**src/rtl/gps_ca_signal_gen_if.sv**
```systemverilog
// gps_ca_signal_gen_if: control and 1-bit ADC sample bundle of the C/A test-signal source
//   start/stop            1-cycle command pulses into the generator
//   sat/code_phase_init   PRN 1..32 and initial chip offset, read at start
//   doppler_omega         signed Doppler NCO step per sample, read at start
//   nav_bit_in            next nav bit, sampled at each bit boundary
//   adc_clk/i/q_sample    sample strobe and 1-bit I/Q samples
//   busy/epoch/chip_index generator status, code-epoch pulse, current chip
//   cfg_err               pulse when start carries an invalid PRN
interface gps_ca_signal_gen_if;
   logic        start;
   logic        stop;
   logic [5:0]  sat;
   logic [9:0]  code_phase_init;
   logic [15:0] doppler_omega;
   logic        nav_bit_in;
   logic        adc_clk;
   logic        i_sample;
   logic        q_sample;
   logic        busy;
   logic        epoch;
   logic [9:0]  chip_index;
   logic        cfg_err;
   modport master (
      output start, stop, sat, code_phase_init, doppler_omega, nav_bit_in,
      input  adc_clk, i_sample, q_sample, busy, epoch, chip_index, cfg_err
   );
   modport slave (
      input  start, stop, sat, code_phase_init, doppler_omega, nav_bit_in,
      output adc_clk, i_sample, q_sample, busy, epoch, chip_index, cfg_err
   );
endinterface

```
**src/rtl/gps_ca_signal_gen.sv**
```systemverilog
// gps_ca_signal_gen: GPS L1 C/A baseband source with code-phase offset, Doppler and nav bits
//   clk  system clock
//   rst  asynchronous active-high reset
//   bus  gps_ca_signal_gen_if.slave: commands/config in, adc_clk + 1-bit I/Q samples and status out
module gps_ca_signal_gen #(
   parameter int SAMPLE_DIV     = 4,
   parameter int CODE_NCO_OMEGA = 67027,
   parameter int EPOCHS_PER_BIT = 20
) (
   input logic                clk,
   input logic                rst,
   gps_ca_signal_gen_if.slave bus
);
   localparam int DW = $clog2(SAMPLE_DIV);
   localparam int EW = $clog2(EPOCHS_PER_BIT + 1);
   typedef enum logic [1:0] {IDLE, LOAD, RUN} state_t;
   state_t        state;
   logic [DW-1:0] div_cnt, div_nxt;
   logic [9:0]    g1, g2, shift_cnt, cpi;
   logic [3:0]    tap1, tap2;
   logic [7:0]    taps;
   logic [17:0]   cphase;
   logic [18:0]   csum;
   logic [15:0]   dphase, dop;
   logic [EW-1:0] epoch_cnt;
   logic          nav, tick, sat_ok, code, lo_i, lo_q, g1_fb, g2_fb, last_epoch, adc_nxt;
   // G2 tap pair {t1,t2} (stage numbers 1..10) for each PRN
   function automatic logic [7:0] prn_taps(input logic [5:0] s);
      case (s)
         6'd1:  prn_taps = 8'h26;
         6'd2:  prn_taps = 8'h37;
         6'd3:  prn_taps = 8'h48;
         6'd4:  prn_taps = 8'h59;
         6'd5:  prn_taps = 8'h19;
         6'd6:  prn_taps = 8'h2A;
         6'd7:  prn_taps = 8'h18;
         6'd8:  prn_taps = 8'h29;
         6'd9:  prn_taps = 8'h3A;
         6'd10: prn_taps = 8'h23;
         6'd11: prn_taps = 8'h34;
         6'd12: prn_taps = 8'h56;
         6'd13: prn_taps = 8'h67;
         6'd14: prn_taps = 8'h78;
         6'd15: prn_taps = 8'h89;
         6'd16: prn_taps = 8'h9A;
         6'd17: prn_taps = 8'h14;
         6'd18: prn_taps = 8'h25;
         6'd19: prn_taps = 8'h36;
         6'd20: prn_taps = 8'h47;
         6'd21: prn_taps = 8'h58;
         6'd22: prn_taps = 8'h69;
         6'd23: prn_taps = 8'h13;
         6'd24: prn_taps = 8'h46;
         6'd25: prn_taps = 8'h57;
         6'd26: prn_taps = 8'h68;
         6'd27: prn_taps = 8'h79;
         6'd28: prn_taps = 8'h8A;
         6'd29: prn_taps = 8'h16;
         6'd30: prn_taps = 8'h27;
         6'd31: prn_taps = 8'h38;
         6'd32: prn_taps = 8'h49;
         default: prn_taps = 8'h00;
      endcase
   endfunction
   always_comb begin
      div_nxt    = (div_cnt == DW'(SAMPLE_DIV - 1)) ? '0 : div_cnt + 1'b1;
      adc_nxt    = div_nxt >= DW'(SAMPLE_DIV / 2);
      tick       = div_cnt == '0;
      sat_ok     = bus.sat != 6'd0 && bus.sat <= 6'd32;
      taps       = prn_taps(bus.sat);
      cpi        = (bus.code_phase_init == 10'd1023) ? 10'd0 : bus.code_phase_init;
      // register bit k holds LFSR stage k+1, so stage 10 is bit 9
      code       = g1[9] ^ g2[tap1 - 4'd1] ^ g2[tap2 - 4'd1];
      // quarter-cycle LO: I = 1100[ph], Q = 0110[ph] with ph = dphase[15:14]
      lo_i       = dphase[15];
      lo_q       = dphase[15] ^ dphase[14];
      g1_fb      = g1[2] ^ g1[9];
      g2_fb      = g2[1] ^ g2[2] ^ g2[5] ^ g2[7] ^ g2[8] ^ g2[9];
      csum       = {1'b0, cphase} + 19'(CODE_NCO_OMEGA);
      last_epoch = epoch_cnt == EW'(EPOCHS_PER_BIT - 1);
   end
   always_ff @(posedge clk or posedge rst) begin
      if (rst) begin
         state          <= IDLE;
         div_cnt        <= '0;
         g1             <= 10'h3FF;
         g2             <= 10'h3FF;
         shift_cnt      <= '0;
         tap1           <= '0;
         tap2           <= '0;
         cphase         <= '0;
         dphase         <= '0;
         dop            <= '0;
         epoch_cnt      <= '0;
         nav            <= 1'b0;
         bus.adc_clk    <= 1'b0;
         bus.i_sample   <= 1'b0;
         bus.q_sample   <= 1'b0;
         bus.busy       <= 1'b0;
         bus.epoch      <= 1'b0;
         bus.chip_index <= '0;
         bus.cfg_err    <= 1'b0;
      end else begin
         div_cnt     <= div_nxt;
         bus.adc_clk <= adc_nxt;
         bus.epoch   <= 1'b0;
         bus.cfg_err <= 1'b0;
         if (bus.stop) begin
            state        <= IDLE;
            bus.busy     <= 1'b0;
            bus.i_sample <= 1'b0;
            bus.q_sample <= 1'b0;
            epoch_cnt    <= '0;
            nav          <= 1'b0;
         end else begin
            case (state)
               IDLE: begin
                  bus.i_sample <= 1'b0;
                  bus.q_sample <= 1'b0;
                  if (bus.start && sat_ok) begin
                     tap1           <= taps[7:4];
                     tap2           <= taps[3:0];
                     dop            <= bus.doppler_omega;
                     g1             <= 10'h3FF;
                     g2             <= 10'h3FF;
                     cphase         <= '0;
                     dphase         <= '0;
                     shift_cnt      <= cpi;
                     bus.chip_index <= cpi;
                     bus.busy       <= 1'b1;
                     state          <= LOAD;
                  end else if (bus.start) begin
                     bus.cfg_err <= 1'b1;
                  end
               end
               LOAD: begin
                  // advance the code to the requested chip, one shift per clk;
                  // the final shift and the move to RUN share a cycle
                  if (shift_cnt != 10'd0) begin
                     g1        <= {g1[8:0], g1_fb};
                     g2        <= {g2[8:0], g2_fb};
                     shift_cnt <= shift_cnt - 10'd1;
                  end
                  if (shift_cnt < 10'd2) state <= RUN;
               end
               RUN: begin
                  if (tick) begin
                     bus.i_sample <= code ^ nav ^ lo_i;
                     bus.q_sample <= code ^ nav ^ lo_q;
                     cphase       <= csum[17:0];
                     dphase       <= dphase + dop;
                     if (csum[18] && bus.chip_index == 10'd1022) begin
                        g1             <= 10'h3FF;
                        g2             <= 10'h3FF;
                        bus.chip_index <= '0;
                        bus.epoch      <= 1'b1;
                        epoch_cnt      <= last_epoch ? '0 : epoch_cnt + 1'b1;
                        if (last_epoch) nav <= bus.nav_bit_in;
                     end else if (csum[18]) begin
                        g1             <= {g1[8:0], g1_fb};
                        g2             <= {g2[8:0], g2_fb};
                        bus.chip_index <= bus.chip_index + 10'd1;
                     end
                  end
               end
               default: state <= IDLE;
            endcase
         end
      end
   end
endmodule

```
**src/flat_wrapper.sv**
```systemverilog
// flat-port wrapper written by rule: the top's interface ports become plain ports
module gps_ca_signal_gen_flat 
#(
   parameter int SAMPLE_DIV     = 4,
   parameter int CODE_NCO_OMEGA = 67027,
   parameter int EPOCHS_PER_BIT = 20
)
  (clk, rst, bus_start, bus_stop, bus_sat, bus_code_phase_init, bus_doppler_omega, bus_nav_bit_in, bus_adc_clk, bus_i_sample, bus_q_sample, bus_busy, bus_epoch, bus_chip_index, bus_cfg_err);
  gps_ca_signal_gen_if bus_i ();
  input logic clk;
  input logic rst;
  input wire logic [$bits(bus_i.start)-1:0] bus_start;
  input wire logic [$bits(bus_i.stop)-1:0] bus_stop;
  input wire logic [$bits(bus_i.sat)-1:0] bus_sat;
  input wire logic [$bits(bus_i.code_phase_init)-1:0] bus_code_phase_init;
  input wire logic [$bits(bus_i.doppler_omega)-1:0] bus_doppler_omega;
  input wire logic [$bits(bus_i.nav_bit_in)-1:0] bus_nav_bit_in;
  output wire logic [$bits(bus_i.adc_clk)-1:0] bus_adc_clk;
  output wire logic [$bits(bus_i.i_sample)-1:0] bus_i_sample;
  output wire logic [$bits(bus_i.q_sample)-1:0] bus_q_sample;
  output wire logic [$bits(bus_i.busy)-1:0] bus_busy;
  output wire logic [$bits(bus_i.epoch)-1:0] bus_epoch;
  output wire logic [$bits(bus_i.chip_index)-1:0] bus_chip_index;
  output wire logic [$bits(bus_i.cfg_err)-1:0] bus_cfg_err;
  assign bus_i.start = bus_start;
  assign bus_i.stop = bus_stop;
  assign bus_i.sat = bus_sat;
  assign bus_i.code_phase_init = bus_code_phase_init;
  assign bus_i.doppler_omega = bus_doppler_omega;
  assign bus_i.nav_bit_in = bus_nav_bit_in;
  assign bus_adc_clk = bus_i.adc_clk;
  assign bus_i_sample = bus_i.i_sample;
  assign bus_q_sample = bus_i.q_sample;
  assign bus_busy = bus_i.busy;
  assign bus_epoch = bus_i.epoch;
  assign bus_chip_index = bus_i.chip_index;
  assign bus_cfg_err = bus_i.cfg_err;
  gps_ca_signal_gen #(.SAMPLE_DIV(SAMPLE_DIV), .CODE_NCO_OMEGA(CODE_NCO_OMEGA), .EPOCHS_PER_BIT(EPOCHS_PER_BIT)) u_core (.clk(clk), .rst(rst), .bus(bus_i));
endmodule
```
**config.mk**
```make
export PLATFORM = sky130hd
export DESIGN_NAME = gps_ca_signal_gen_flat
export DESIGN_NICKNAME = d
export VERILOG_FILES = /design/src/rtl/gps_ca_signal_gen_if.sv /design/src/rtl/gps_ca_signal_gen.sv /design/src/flat_wrapper.sv
export SDC_FILE = /design/constraint.sdc
export NUM_CORES = 1
export LEC_CHECK = 0
export CAP_MARGIN = 20
export CORE_ASPECT_RATIO = 0.5
export CORE_MARGIN = 1
export CORE_UTILIZATION = 40
export DETAILED_ROUTE_END_ITERATION = 8
export PLACE_DENSITY = 0.64
export SYNTH_ARGS = -nofsm -noshare
export SYNTH_HDL_FRONTEND = slang
export SYNTH_SLANG_ARGS = --single-unit
```
**constraint.sdc**
```tcl
create_clock -name clk -period 7 [get_ports clk]
set_input_delay 0.7 -clock clk [delete_from_list [all_inputs] [get_ports clk]]
set_output_delay 0.7 -clock clk [all_outputs]
set_load 0.01 [all_outputs]
```
-- Word-level counts from Yosys, hierarchy flattened
Memories as Yosys holds them, arrays and structs flattened. A register that Yosys moved wholly into a read port is not among the register bits.
Index checks and enable logic that the tools add are counted.
- eq/ne operators: 14
- $lt $le $gt $ge: 5
- add/subtract/negate cells: 8
- reductions and logical operators: 27
- multiplexer cells: 61
- bitwise gates (word level): 13
- operators by type and width (cell ; number):
    10-bit 2-to-1 mux ; 15
    10-bit case mux with 3 select lines ; 2
    10-bit case mux with 2 select lines ; 2
    18-bit 2-to-1 mux ; 2
    18-bit case mux with 2 select lines ; 1
    16-bit 2-to-1 mux ; 2
    16-bit case mux with 2 select lines ; 1
    5-bit 2-to-1 mux ; 5
    1-bit 2-to-1 mux ; 22
    10-bit equality test (second input constant) ; 2
    18-bit by 17-bit adder with 19-bit output (second input constant) ; 1
    16-bit adder ; 1
    2-bit nonzero test ; 8
    4-bit AND reduction ; 3
    1-bit bitwise XOR ; 12
    10-bit by 1-bit adder with 10-bit output (second input constant) ; 1
    10-bit by 2-bit less-than comparator with 1-bit output (second input constant) ; 1
    4-bit by 5-bit less-than comparator with 1-bit output (second input constant) ; 2
    10-bit nonzero test ; 1
    10-bit by 1-bit subtractor with 10-bit output (second input constant) ; 1
    3-bit by 2-bit != test with 1-bit output (second input constant) ; 3
    3-bit AND reduction ; 3
    1-bit binary-select mux with 4-bit select ; 2
    2-bit 2-to-1 mux ; 4
    21 further kinds ; 31
- word-level logic and storage cells: 146
- register bits: 106
- input bits: 37
- output and inout bits: 16
- bits in read-only memories: 512
- memories: 1
- memories (name ; depth ; bits a word ; read ports ; clocked after memory_dff ; write ports ; line ; RTL):
    (name not given) ; 64 ; 8 ; 1 ; 1 ; 0 ; gps_ca_signal_gen.sv:29 ; case (s)

-- Logic depth before layout (Yosys ltp)
Gate-level depths: netlist of run 1.
- depth after elaboration: 10
- depth in mapped cells: 10
- depth with buffers taken out: 9

-- Least setup slack after synthesis of run 1
No wires, ideal clock.
- path type: in2reg
- start: input port bus_sat[0]
- end: register u_core.g1[0]
- setup time: 0.073 ns
- arrival time: 2.665 ns
- stages: 10
- slack: 4.262 ns
- cell sequence: inv_1 ha_1 nor4b_4 xnor2_2 a21oi_1 or4_1 a21oi_1 clkbuf_1 nor2_1 a21oi_1
- cells in the longest elaborated chain, start to end: 5
- elaborated cells between the ends (all ways): 6
- classes of those cells: order compare: 1; eq/ne: 1; reduce/logical: 4
- ends and longest elaborated chain (what ; line ; RTL):
    start, declared ; flat_wrapper.sv:14 ; input wire logic [$bits(bus_i.sat)-1:0] bus_sat;
    6-bit <= comparator / 6-bit nonzero test (equally long branches) ; gps_ca_signal_gen.sv:69 ; sat_ok = bus.sat != 6'd0 && bus.sat <= 6'd32;
    1-bit logical AND * ; gps_ca_signal_gen.sv:69 ;
    1-bit logical AND * ; gps_ca_signal_gen.sv:120 ; if (bus.start && sat_ok) begin
    2-bit by 1-bit != test with 1-bit output (no line) * ; n/a ;
    6-bit AND reduction (no line) * ; n/a ;
    end signal, assigned ; gps_ca_signal_gen.sv:140 ; g1 <= {g1[8:0], g1_fb};
    end signal, assigned ; gps_ca_signal_gen.sv:160 ; g1 <= {g1[8:0], g1_fb};
    end, declared ; gps_ca_signal_gen.sv:19 ; logic [9:0] g1, g2, shift_cnt, cpi;
Every way passes the cells marked *; elsewhere a longest branch is shown, timed or not.
A chain may end at the register's enable or synchronous reset.

-- Final worst setup path of run 1
- start: input port bus_sat[3]
- end: register u_core.bus.chip_index[6]
- cells in the longest elaborated chain, start to end: 5
- elaborated cells between the ends (all ways): 6
- classes of those cells: order compare: 1; eq/ne: 1; reduce/logical: 4
- ends and longest elaborated chain (what ; line ; RTL):
    6-bit <= comparator / 6-bit nonzero test (equally long branches) ; gps_ca_signal_gen.sv:69 ;
    1-bit logical AND * ; gps_ca_signal_gen.sv:69 ;
    1-bit logical AND * ; gps_ca_signal_gen.sv:120 ;
    2-bit by 1-bit != test with 1-bit output (no line) * ; n/a ;
    5-bit AND reduction (no line) * ; n/a ;
    end signal, assigned ; gps_ca_signal_gen.sv:129 ; bus.chip_index <= cpi;
    end signal, assigned ; gps_ca_signal_gen.sv:162 ; bus.chip_index <= bus.chip_index + 10'd1;
    end, declared ; gps_ca_signal_gen_if.sv:29 ; output adc_clk, i_sample, q_sample, busy, epoch, chip_index, cfg_err
Marked as above.

==> results of run 1 <==
-- flip-flops by register name, indices dropped and copies added, names as in the netlist --
register / flops
u_core.cphase: 18
u_core.dop: 16
u_core.dphase: 16
u_core.bus.chip_index: 10
u_core.g1: 10
u_core.g2: 10
u_core.shift_cnt: 10
u_core.epoch_cnt: 5
u_core.tap1: 4
u_core.tap2: 4
u_core.state: 2
u_core.bus.adc_clk: 1
u_core.bus.busy: 1
u_core.bus.cfg_err: 1
u_core.bus.epoch: 1
u_core.bus.i_sample: 1
u_core.bus.q_sample: 1
u_core.div_cnt: 1
u_core.nav: 1
-- critical path, stage by stage --
cell             delay, ps
clkdlybuf4s50_1        820
nor4b_4                490
xnor2_2                180
a21o_1                 190
nand3_1                710
a21oi_1                630
o21ai_0                170
a22o_1                 200
-- report_power, final --
| group | leakage, nW | switching [mW] | internal, mW |
|---|---|---|---|
| Clock | 0.295 | 0.317 | 0.598 |
| Sequential | 1.41 | 0.252 | 0.921 |
| Combinational | 1.74 | 0.781 | 0.648 |
| Total | 3.45 | 1.35 | 2.17 |
-- area by class of cell --
cell class	count	area [um^2]	area share, %
timing repair buffer	59	573	7.01
inverter	33	126	1.55
tap	227	284	3.48
clock inverter	12	180	2.21
sequential	113	2850	34.9
multi-input combinational	566	3720	45.5
clock buffer	20	437	5.34
-- logic make-up (layout without fill, tap and decap cells) --
group	after synthesis	count (layout)	share of synthesized area, %
buffers and inverters	72	124	4.11
xor gates and xnor gates	32	32	4.20
AOI/OAI and AO/OA	260	260	23.8
DFF	113	113	41.7
adders and majority gates	36	36	6.69
muxes	26	26	4.93
and+or+nand+nor	212	212	14.6
-- per-stage QoR --
| stage | cells | setup slack (ps) | total power [mW] |
|---|---|---|---|
| floorplan | 751 | 3350 | 2.22 |
| global placement | 998 | 2910 | 2.56 |
| detailed placement | 998 | 2810 | 2.60 |
| CTS | 1030 | 3200 | 3.54 |
| global route | 1030 | 2810 | 3.79 |
| finish | 1030 | 3170 | 3.52 |
-- worst paths after layout --
kind                                             start                                   end  slack [ps]  cells after the start
max                                         bus_sat[3]  u_core.bus.chip_index[6]$_DFFE_PP0P_        3170                      8
min                        u_core.div_cnt[0]$_DFF_PP0_           u_core.div_cnt[0]$_DFF_PP0_         440                      1
max reg2reg                u_core.state[0]$_DFFE_PP0P_  u_core.bus.chip_index[6]$_DFFE_PP0P_        3580                      9
min reg2reg                u_core.div_cnt[0]$_DFF_PP0_           u_core.div_cnt[0]$_DFF_PP0_         440                      1
max in group asynchronous                          rst       u_core.shift_cnt[5]$_DFFE_PP0P_        4990                      3
min in group asynchronous                          rst           u_core.bus.busy$_DFFE_PP0P_         690                      2
-- metal layers --
metal,share of wire (%),routed length (um),vias up,track usage [%]
met3,2.9,455,11,3.27
met1,50,7900,2740,26.0
met5,0,0,-,0
met2,46,7220,84,30.2
li1,-,-,2819,-
met4,0.73,114,0,4.58
-- synthesized netlist by cell type (3+ instances only) --
| library cell | n | area share, % |
|---|---|---|
| a211o_1 | 3 | 0.38 |
| a211oi_1 | 4 | 0.44 |
| a21o_1 | 8 | 0.88 |
| a21oi_1 | 81 | 5.9 |
| a22o_1 | 7 | 0.90 |
| a22oi_1 | 4 | 0.44 |
| a31oi_1 | 7 | 0.64 |
| a32oi_1 | 4 | 0.51 |
| and2_1 | 5 | 0.46 |
| and3_1 | 3 | 0.27 |
| buf_2 | 9 | 0.66 |
| clkbuf_1 | 29 | 1.6 |
| dfrtp_1 | 93 | 34 |
| dfstp_2 | 20 | 7.7 |
| ha_1 | 35 | 6.4 |
| inv_1 | 33 | 1.8 |
| mux2_2 | 16 | 2.6 |
| mux2i_1 | 6 | 0.88 |
| nand2_1 | 69 | 3.8 |
| nand2b_1 | 9 | 0.82 |
| nand3_1 | 20 | 1.5 |
| nand3b_1 | 3 | 0.33 |
| nor2_1 | 57 | 3.1 |
| nor2b_1 | 9 | 0.82 |
| nor3_1 | 17 | 1.2 |
| nor4_1 | 5 | 0.46 |
| o211ai_1 | 8 | 0.88 |
| o21a_1 | 9 | 0.99 |
| o21ai_0 | 62 | 4.5 |
| o21ai_1 | 4 | 0.29 |
| o21bai_1 | 3 | 0.33 |
| o22ai_1 | 7 | 0.64 |
| o2bb2ai_1 | 5 | 0.64 |
| o311ai_0 | 3 | 0.38 |
| o31ai_1 | 17 | 1.9 |
| o41ai_1 | 4 | 0.51 |
| or3_1 | 5 | 0.46 |
| xnor2_1 | 16 | 2.0 |
| xor2_1 | 15 | 1.9 |
==> results.cfg, run 1 <==
[status]
status = completed

[clock_tree]
cts_num_sinks = 113
cts_hold_buf = 0
cts_tree = done
clockBufferDepth = 2
cts.clk_slew.worst_paths_ps = 50
cts-root-buf = clkbuf_16
postCtsSetupRepairBufs = 0
clk_latency_ps = 410
htree_levels = 4
cts_resized = 0
cts_buffers = 17

[critical_path]
startpoint_type = input port
endpoint_kind = flop
cp_max_fo = 26
crit_required_ps = 7290
worstPathArrival_ps = 4120
path_class = in -> reg

[timing]
rsz0062_at_grt = false
period_needed_ps = 3830
timing.fmax_ghz = 0.261
finalMaxSlewViolations = 0
finalClockSkew_ps = 10.3
holdWs_ps = 444
worst_slew_pin_slew_ps = 1010
setup_viol = 0
max-slew-margin-rel_pct = 32.2
fin_crit_sh_pct = 54.7
tns_ps = 0
final_hold_viol_count = 0

[synthesis]
synth.distinct_cells = 62
syn_nets = 824
synthArstFlopShare_pct = 100
ys.flop_type = dfrtp_1
ys_ff_latch = 113
synth-edff-count = 0
syn_inst = 751
syn_area_mm2 = 0.00685
ys_seq_area_share_pct = 41.7
avgSynthCellArea_um2 = 9.12
yosysWarnings = 0

[min_path]
min_path_type = reg -> reg

[die]
core_mm2 = 0.0166
fp.dieArea_mm2 = 0.0177
die_h_um = 94.5
fp-row-count = 33
initial_core_util_pct = 41.4
die_w_um = 187
io_pins = 53

[final_layout]
area_delta_synth_final_pct = 19.3
utilization_pct = 49.3
fin_nets = 863
fillers = 1514
layout_commonest_cell = dfrtp_1
num_antenna_cells = 0
fin_area_mm2 = 0.00817
mostFrequentLayoutCells = 93 x dfrtp_1, 80 x a21oi_1, 69 x nand2_1
drive_above_1_share_pct = 10.1

[drt]
avgViaCountPerCell = 5.49
firstDrtPassIters = 5
drc_errors = 0
drt_wl_total_mm = 15.7
wire_per_inst_um = 15.2
drt-initial-drc-count = 435
antenna_left = 0
num_vias = 5654

[global_route]
grt_max_degree = 71
first_global_vias = 5302
gr-total-overflow = 0
grt_pass1_wl_mm = 26.9
antenna_found_initial = 0
grt_usage_pct = 18.6

[pwr]
p_leak_nw = 3.45
power_density_mw_per_mm2 = 431
peakVddDrop_mv = 0.233

[placement]
place_area_mm2 = 0.00755
port_buffers = 52
dp_hpwl_mm = 10.8
place_congestion = 0.800

[run]
maxCapViolations = 0
No activity file was read; power rests on OpenSTA's default activity.
==> run 2, diff against run 1 <==
==> constraint.sdc (replaced) <==
create_clock -name clk -period 3.6 [get_ports clk]
set_input_delay 0.36 -clock clk [delete_from_list [all_inputs] [get_ports clk]]
set_output_delay 0.36 -clock clk [all_outputs]
set_load 0.01 [all_outputs]
==> results.cfg, run 2 (same netlist as run 1, synthesis figures left out) <==
[clock_tree]
cts_hold_buf = 0
clk_latency_ps = 410
cts_buffers = 17
cts.clk_slew.worst_paths_ps = 60
cts_resized = 0
htree_levels = 4
cts-root-buf = clkbuf_16
clockBufferDepth = 2
cts_tree = done
cts_num_sinks = 113
postCtsSetupRepairBufs = 0

[timing]
rsz0062_at_grt = false
max-slew-margin-rel_pct = 42.7
tns_ps = 0
fin_crit_sh_pct = 82.7
finalMaxSlewViolations = 0
setup_viol = 0
worst_slew_pin_slew_ps = 856
setup_ws_ps = 622
period_needed_ps = 2980
timing.fmax_ghz = 0.336
finalClockSkew_ps = 9.08
final_hold_viol_count = 0

[critical_path]
reg2reg_depth = 11
startpoint_type = flop
crit_required_ps = 3930
r2r_start = u_core.cphase[0]$_DFFE_PP0P_
crit_end = u_core.g1[9]$_DFFE_PP1P_
crit_start = u_core.cphase[0]$_DFFE_PP0P_
worstPathArrival_ps = 3310
r2r_slack_ps = 620
rr_endpoint = u_core.g1[9]$_DFFE_PP1P_
endpoint_kind = flop
path_class = reg -> reg
cp_max_fo = 20

[status]
status = completed

[final_layout]
seqCellArea_mm2 = 0.00285
regMostFlops = u_core.cphase
top_regs = u_core.cphase x18, u_core.dop x16, u_core.dphase x16
layout_commonest_cell = dfrtp_1
num_antenna_cells = 0
multi_input_area_mm2 = 0.00372
fillers = 1533
drive_above_1_share_pct = 11.3
area_delta_synth_final_pct = 19.8
fin_nets = 872
utilization_pct = 49.5
largest_register_ffs = 18
layout.cells.non_filler = 1039
mostFrequentLayoutCells = 93 x dfrtp_1, 80 x a21oi_1, 69 x nand2_1

[drt]
firstDrtPassIters = 5
drt_wl_total_mm = 15.8
drt-initial-drc-count = 462
avgViaCountPerCell = 5.49
wire_per_inst_um = 15.2
antenna_left = 0
num_vias = 5707
drc_errors = 0

[die]
fp-row-count = 33
fp.dieArea_mm2 = 0.0177
io_pins = 53
initial_core_util_pct = 41.4
core_mm2 = 0.0166
die_w_um = 187
die_h_um = 94.5

[global_route]
antenna_found_initial = 0
first_global_vias = 5405
grt_max_degree = 51
grt_pass1_wl_mm = 27.2
gr-total-overflow = 0
grt_usage_pct = 19.2

[placement]
dp.cells = 1007
dp_slack_ps = 359
port_buffers = 52
place_congestion = 0.876
dp_hpwl_mm = 11.1

[min_path]
min_path_type = in -> async

[pwr]
p_leak_nw = 3.50
peakVddDrop_mv = 0.357
power_density_mw_per_mm2 = 820

[run]
maxCapViolations = 0
-- run 2: worst max-delay path, cell delays in order (launching register included) --
cell	delay, ps
dfrtp_1	390
inv_1	60
ha_1	230
and3b_1	260
o21ai_1	70
buf_4	160
a211oi_1	490
o211ai_1	440
o21ai_1	290
buf_4	280
a21oi_1	60
a21oi_1	170
-- run 2: layout make-up --
| type | count | area share, % |
|---|---|---|
| tap | 227 | 3.46 |
| timing repair buffer | 68 | 7.81 |
| multi-input combinational | 566 | 45.3 |
| clock buffer | 22 | 6.31 |
| inverter | 33 | 1.54 |
| sequential | 113 | 34.8 |
| clock inverter | 10 | 0.778 |
-- run 2: worst min path at each step --
stage | start | endpoint | slack, ps | cells after the start
final | rst | u_core.epoch_cnt[1]$_DFFE_PP0P_ | 410 | 2
after global routing | rst | u_core.cphase[9]$_DFFE_PP0P_ | 460 | 2
after CTS | rst | u_core.cphase[9]$_DFFE_PP0P_ | 420 | 2
after detailed placement | u_core.div_cnt[0]$_DFF_PP0_ | u_core.div_cnt[0]$_DFF_PP0_ | 450 | 1
after global placement | u_core.div_cnt[0]$_DFF_PP0_ | u_core.div_cnt[0]$_DFF_PP0_ | 430 | 1
after floorplan | u_core.div_cnt[0]$_DFF_PP0_ | u_core.div_cnt[0]$_DFF_PP0_ | 420 | 1
-- run 2: stage by stage --
stage	area [um^2]	total power [mW]	hold WS, ps
global placement	7620	5.00	432
detailed placement	7620	5.09	453
global route	8200	7.27	463
finish	8200	6.73	409
floorplan	6850	4.32	420
CTS	8200	6.76	424
-- run 2: report_power, final --
| group | leakage, nW | internal, mW | switching [mW] |
|---|---|---|---|
| logic | 1.79 | 1.28 | 1.53 |
| clock network | 0.298 | 1.02 | 0.619 |
| registers | 1.41 | 1.79 | 0.483 |
-- run 2: routing by layer --
metal / wire length, um / vias up / GRT usage (%)
li1: - / 2843 / -
met1: 7860 / 2747 / 26.2
met3: 576 / 16 / 4.42
met2: 7240 / 101 / 30.9
met5: 0 / - / 0
met4: 146 / 0 / 4.78
==> run 3, diff against run 2 <==
==> constraint.sdc (replaced) <==
create_clock -name clk -period 2.93 [get_ports clk]
set_input_delay 0.293 -clock clk [delete_from_list [all_inputs] [get_ports clk]]
set_output_delay 0.293 -clock clk [all_outputs]
set_load 0.01 [all_outputs]
==> results.cfg, run 3 (same netlist as run 1, synthesis figures left out) <==
[status]
status = completed

[drt]
firstDrtPassIters = 4
wire_per_inst_um = 15.2
drt_wl_total_mm = 16.0
num_vias = 5780
drt-initial-drc-count = 531
avgViaCountPerCell = 5.50
antenna_left = 0
drc_errors = 0

[die]
core_mm2 = 0.0166
fp-row-count = 33
die_w_um = 187
fp.dieArea_mm2 = 0.0177
io_pins = 53
die_h_um = 94.5
initial_core_util_pct = 41.4

[critical_path]
crit_required_ps = 3220
cp_top_family = compound AO/OA/AOI/OAI gates
endpoint_kind = flop
path_buf_inv = 0
path_class = reg -> reg
cp_max_fo = 3
startpoint_type = flop
crit_chain = ha_1 -> fa_1 -> a21o_1 -> a21o_1 -> a211oi_1 -> o31ai_1 -> o31ai_1 -> xor2_1 -> o21ai_0
reg2reg_depth = 9
cp.depth = 9
crit_path_max_incr_delay_ps = 410
slowest_stage = fa_1
worstPathArrival_ps = 2950

[pwr]
p_total_mw = 8.31
peakVddDrop_mv = 0.469
p_leak_nw = 3.54
power_density_mw_per_mm2 = 998

[timing]
finalClockSkew_ps = 10.9
final_hold_viol_count = 0
rsz0062_at_grt = false
finalMaxSlewViolations = 0
setup_viol = 0
timing.fmax_ghz = 0.376
period_needed_ps = 2660
fin_crit_sh_pct = 90.7
tns_ps = 0
max-slew-margin-rel_pct = 49.1
worst_slew_pin_slew_ps = 763

[final_layout]
num_antenna_cells = 0
drive_above_1_share_pct = 12.5
fin_area_mm2 = 0.00832
largest_register_ffs = 18
utilization_pct = 50.3
fin_nets = 883
layout.cells.non_filler = 1050
mostFrequentLayoutCells = 93 x dfrtp_1, 80 x a21oi_1, 69 x nand2_1
layout_commonest_cell = dfrtp_1
regMostFlops = u_core.cphase
top_regs = u_core.cphase x18, u_core.dop x16, u_core.dphase x16
area_delta_synth_final_pct = 21.5
fillers = 1524

[clock_tree]
clockBufferDepth = 2
clk_latency_ps = 410
cts_buffers = 17
htree_levels = 4
postCtsSetupRepairBufs = 0
cts_hold_buf = 0
cts-root-buf = clkbuf_16
cts_num_sinks = 113
cts_tree = done
cts_resized = 0
cts.clk_slew.worst_paths_ps = 60

[global_route]
gr-total-overflow = 0
grt_usage_pct = 18.9
antenna_found_initial = 0
first_global_vias = 5436
grt_max_degree = 52
grt_pass1_wl_mm = 27.1

[placement]
dp.cells = 1018
place_area_mm2 = 0.00774
place_congestion = 0.827
port_buffers = 52
dp_hpwl_mm = 11.2

[run]
maxCapViolations = 0

[min_path]
min_path_type = in -> async
[run 3: changes by cell type in the layout (fill, tap and decap cells not counted)]
cell	before	now
clkinv_4	0	2
clkinvlp_4	0	5
buf_12	0	3
buf_4	16	24
inv_4	6	0
inv_6	2	1
clkbuf_8	1	0
clkinv_2	3	4
[run 3: metrics by stage]
stage	setup WS [ps]	hold slack [ps]
5_1_grt	144	357
4_1_cts	307	331
3_3_place_gp	222	433
6_report	271	324
3_5_place_dp	133	442
2_1_floorplan	589	420
[run 3: layout make-up]
cell class | count | area (um^2) | share of cell area, %
clock buffers | 21 | 504 | 6.06
clock inverters | 11 | 76.3 | 0.917
inverters | 33 | 128 | 1.53
multi-input cells | 566 | 3720 | 44.7
flip-flops and latches | 113 | 2850 | 34.3
well taps | 227 | 284 | 3.41
repair buffers | 79 | 761 | 9.14
[run 3: report_power, final]
group	internal (mW)	leakage [nW]	switching (mW)
logic	1.61	1.85	1.90
registers	2.20	1.41	0.606
clock network	1.23	0.277	0.764
total	5.04	3.54	3.27
[run 3: worst paths after layout]
check,slack (ps),to,from
setup / recovery,270,u_core.dphase[12]$_DFFE_PP0P_,u_core.dop[0]$_DFFE_PP0P_
hold / removal,320,u_core.bus.epoch$_DFF_PP0_,rst
setup reg to reg,270,u_core.dphase[12]$_DFFE_PP0P_,u_core.dop[0]$_DFFE_PP0P_
hold reg to reg,440,u_core.div_cnt[0]$_DFF_PP0_,u_core.div_cnt[0]$_DFF_PP0_
max in group asynchronous,1950,u_core.dphase[7]$_DFFE_PP0P_,rst
min in group clk,440,u_core.div_cnt[0]$_DFF_PP0_,u_core.div_cnt[0]$_DFF_PP0_
[run 3: routing by layer]
metal / up-vias / global-route usage (%) / wire, um
li1: 2852 / - / -
met1: 2835 / 25.3 / 7940
met2: 85 / 31.5 / 7540
met3: 8 / 4.05 / 405
met4: 0 / 4.30 / 78
met5: - / 0 / 0
==> variant, RTL diff (flow settings as in run 3) <==
`EPOCHS_PER_BIT` is set to 20 in 2 places; all go to 40.
--- a/src/rtl/gps_ca_signal_gen.sv
+++ b/src/rtl/gps_ca_signal_gen.sv
@@ -5,7 +5,7 @@
 module gps_ca_signal_gen #(
    parameter int SAMPLE_DIV     = 4,
    parameter int CODE_NCO_OMEGA = 67027,
-   parameter int EPOCHS_PER_BIT = 20
+   parameter int EPOCHS_PER_BIT = 40
 ) (
    input logic                clk,
    input logic                rst,
--- a/src/flat_wrapper.sv
+++ b/src/flat_wrapper.sv
@@ -3,7 +3,7 @@
 #(
    parameter int SAMPLE_DIV     = 4,
    parameter int CODE_NCO_OMEGA = 67027,
-   parameter int EPOCHS_PER_BIT = 20
+   parameter int EPOCHS_PER_BIT = 40
 )
   (clk, rst, bus_start, bus_stop, bus_sat, bus_code_phase_init, bus_doppler_omega, bus_nav_bit_in, bus_adc_clk, bus_i_sample, bus_q_sample, bus_busy, bus_epoch, bus_chip_index, bus_cfg_err);
   gps_ca_signal_gen_if bus_i ();
Function: same outputs for any inputs over 4 cycles, from zero or initial values and one cycle with rst high; that may be too few to reach the edited logic, so the function may still have changed.
==> variant against run 3 <==
  * Sequential cell count increased by 1
  * Die area grew 1.2%
  * Count of clock-buffer cells in the layout down 1
  * Via count grew 0.54%
  * Total power up 5.4%
  * Synthesized area is 1.2% higher
  * First-iteration DRC count down 18%
  * Clock power increased by 18%
  * Setup slack worse by 0.057 ns
  * Routed wire length is essentially flat
  * Design area grew 2.1%
==> variant: results (changes against run 3) <==
grt_pass1_wl_um: 26800  # -0.84%
drt-initial-drc-count: 435  # -18%
place_area_sq_um: 7820  # +1.1%
powerDensity_nw_per_um2: 1030  # +3.3%
synth_mux_area_frac: 0.0585  # +0.00914
p_leak_nw: 3.67  # +3.8%
gr-total-overflow: 0  # unchanged
slew_headroom: 0.390  # -0.101
wl_met3_um: 599  # +48%
grt_pass1_vias: 5544  # +2.0%
nNetsFinal: 890  # +0.79%
syn_nets: 832  # +0.97%
dpl.hpwl_um: 10800  # -3.1%
endpoint: "u_core.dphase[14]$_DFFE_PP0P_"
final_layout_size_suffix_gt1_frac: 0.133  # +0.00754
grt_max_degree: 46  # -12%
timing.rr.end: "u_core.dphase[14]$_DFFE_PP0P_"
holdWs_ns: 0.423  # +0.0994 ns
p_int_w: 0.00548  # +8.8%
grt_util_all_layers: 0.188  # -0.000566
postCtsSetupRepairBufs: 0  # unchanged
synth_common_cells: "dfrtp_1, nand2_1, a21oi_1"
clk_pin_slew_ns: 0.05
syn_inst: 759  # +1.1%
power_clock_w: 0.00236  # +18%
synthDistinctLibCells: 67  # +8.1%
ys_top_cells_by_area: "dfrtp_1, dfstp_2, ha_1"
fmax_mhz: 368  # -2.1%
worstPathArrival_ns: 3.01  # +0.06 ns
synth_compound_area_frac: 0.227  # -0.0116
regToRegSetupSlack_ns: 0.21  # -0.06 ns
wirelength_um: 16000  # about the same
first_pass_iters: 5  # +1
synthXorXnorAreaFrac: 0.0430  # +0.000928
wl_met1_um: 7830  # -1.4%
ys_seq_area_frac: 0.415  # -0.00150
placed_cells: 1025  # +0.69%
synthAdderAreaFrac: 0.0661  # -0.000821
status: "finished, final reports clean"
via_per_inst: 5.50  # about the same
place.gp.congestion: 0.820  # -0.85%
clock_skew_ns: 0.00986  # -0.00102 ns
wl_met2_um: 7390  # -2.0%
ir_drop_mv: 0.510  # +8.7%
variant: changes by cell type in the layout (fill, tap and decap cells not counted), moves of 5 or more:
cell and change:
o2bb2ai_1 -5, a21oi_1 -6, nand2_1 +9, nor2b_1 -6, o22ai_1 -6, a31oi_1 +5
bufinv_16 +6, nor3_1 -9, o211ai_1 -5, nor2_1 +8
variant: timing repair:
action | CTS | global route
hold buffers | 0 | 0
setup endpoints to repair | 0 | 1
hold endpoints to repair | 0 | 0
gates resized for setup | 0 | 1
variant: area by class of cell:
class                      count  area [sq um]
clock buffer                  20           457
clock inverter                11           208
fill                        1500          8140
inverter                      33           128
multi-input combinational    574          3780
sequential                   114          2880
tap                          227           284
timing repair buffer          77           758
variant: layer usage:
metal | vias to the layer above | global-route usage
met5 | - | 0
met4 | 0 | 0.0495
met3 | 16 | 0.0416
met2 | 106 | 0.305
met1 | 2813 | 0.257
li1 | 2876 | -
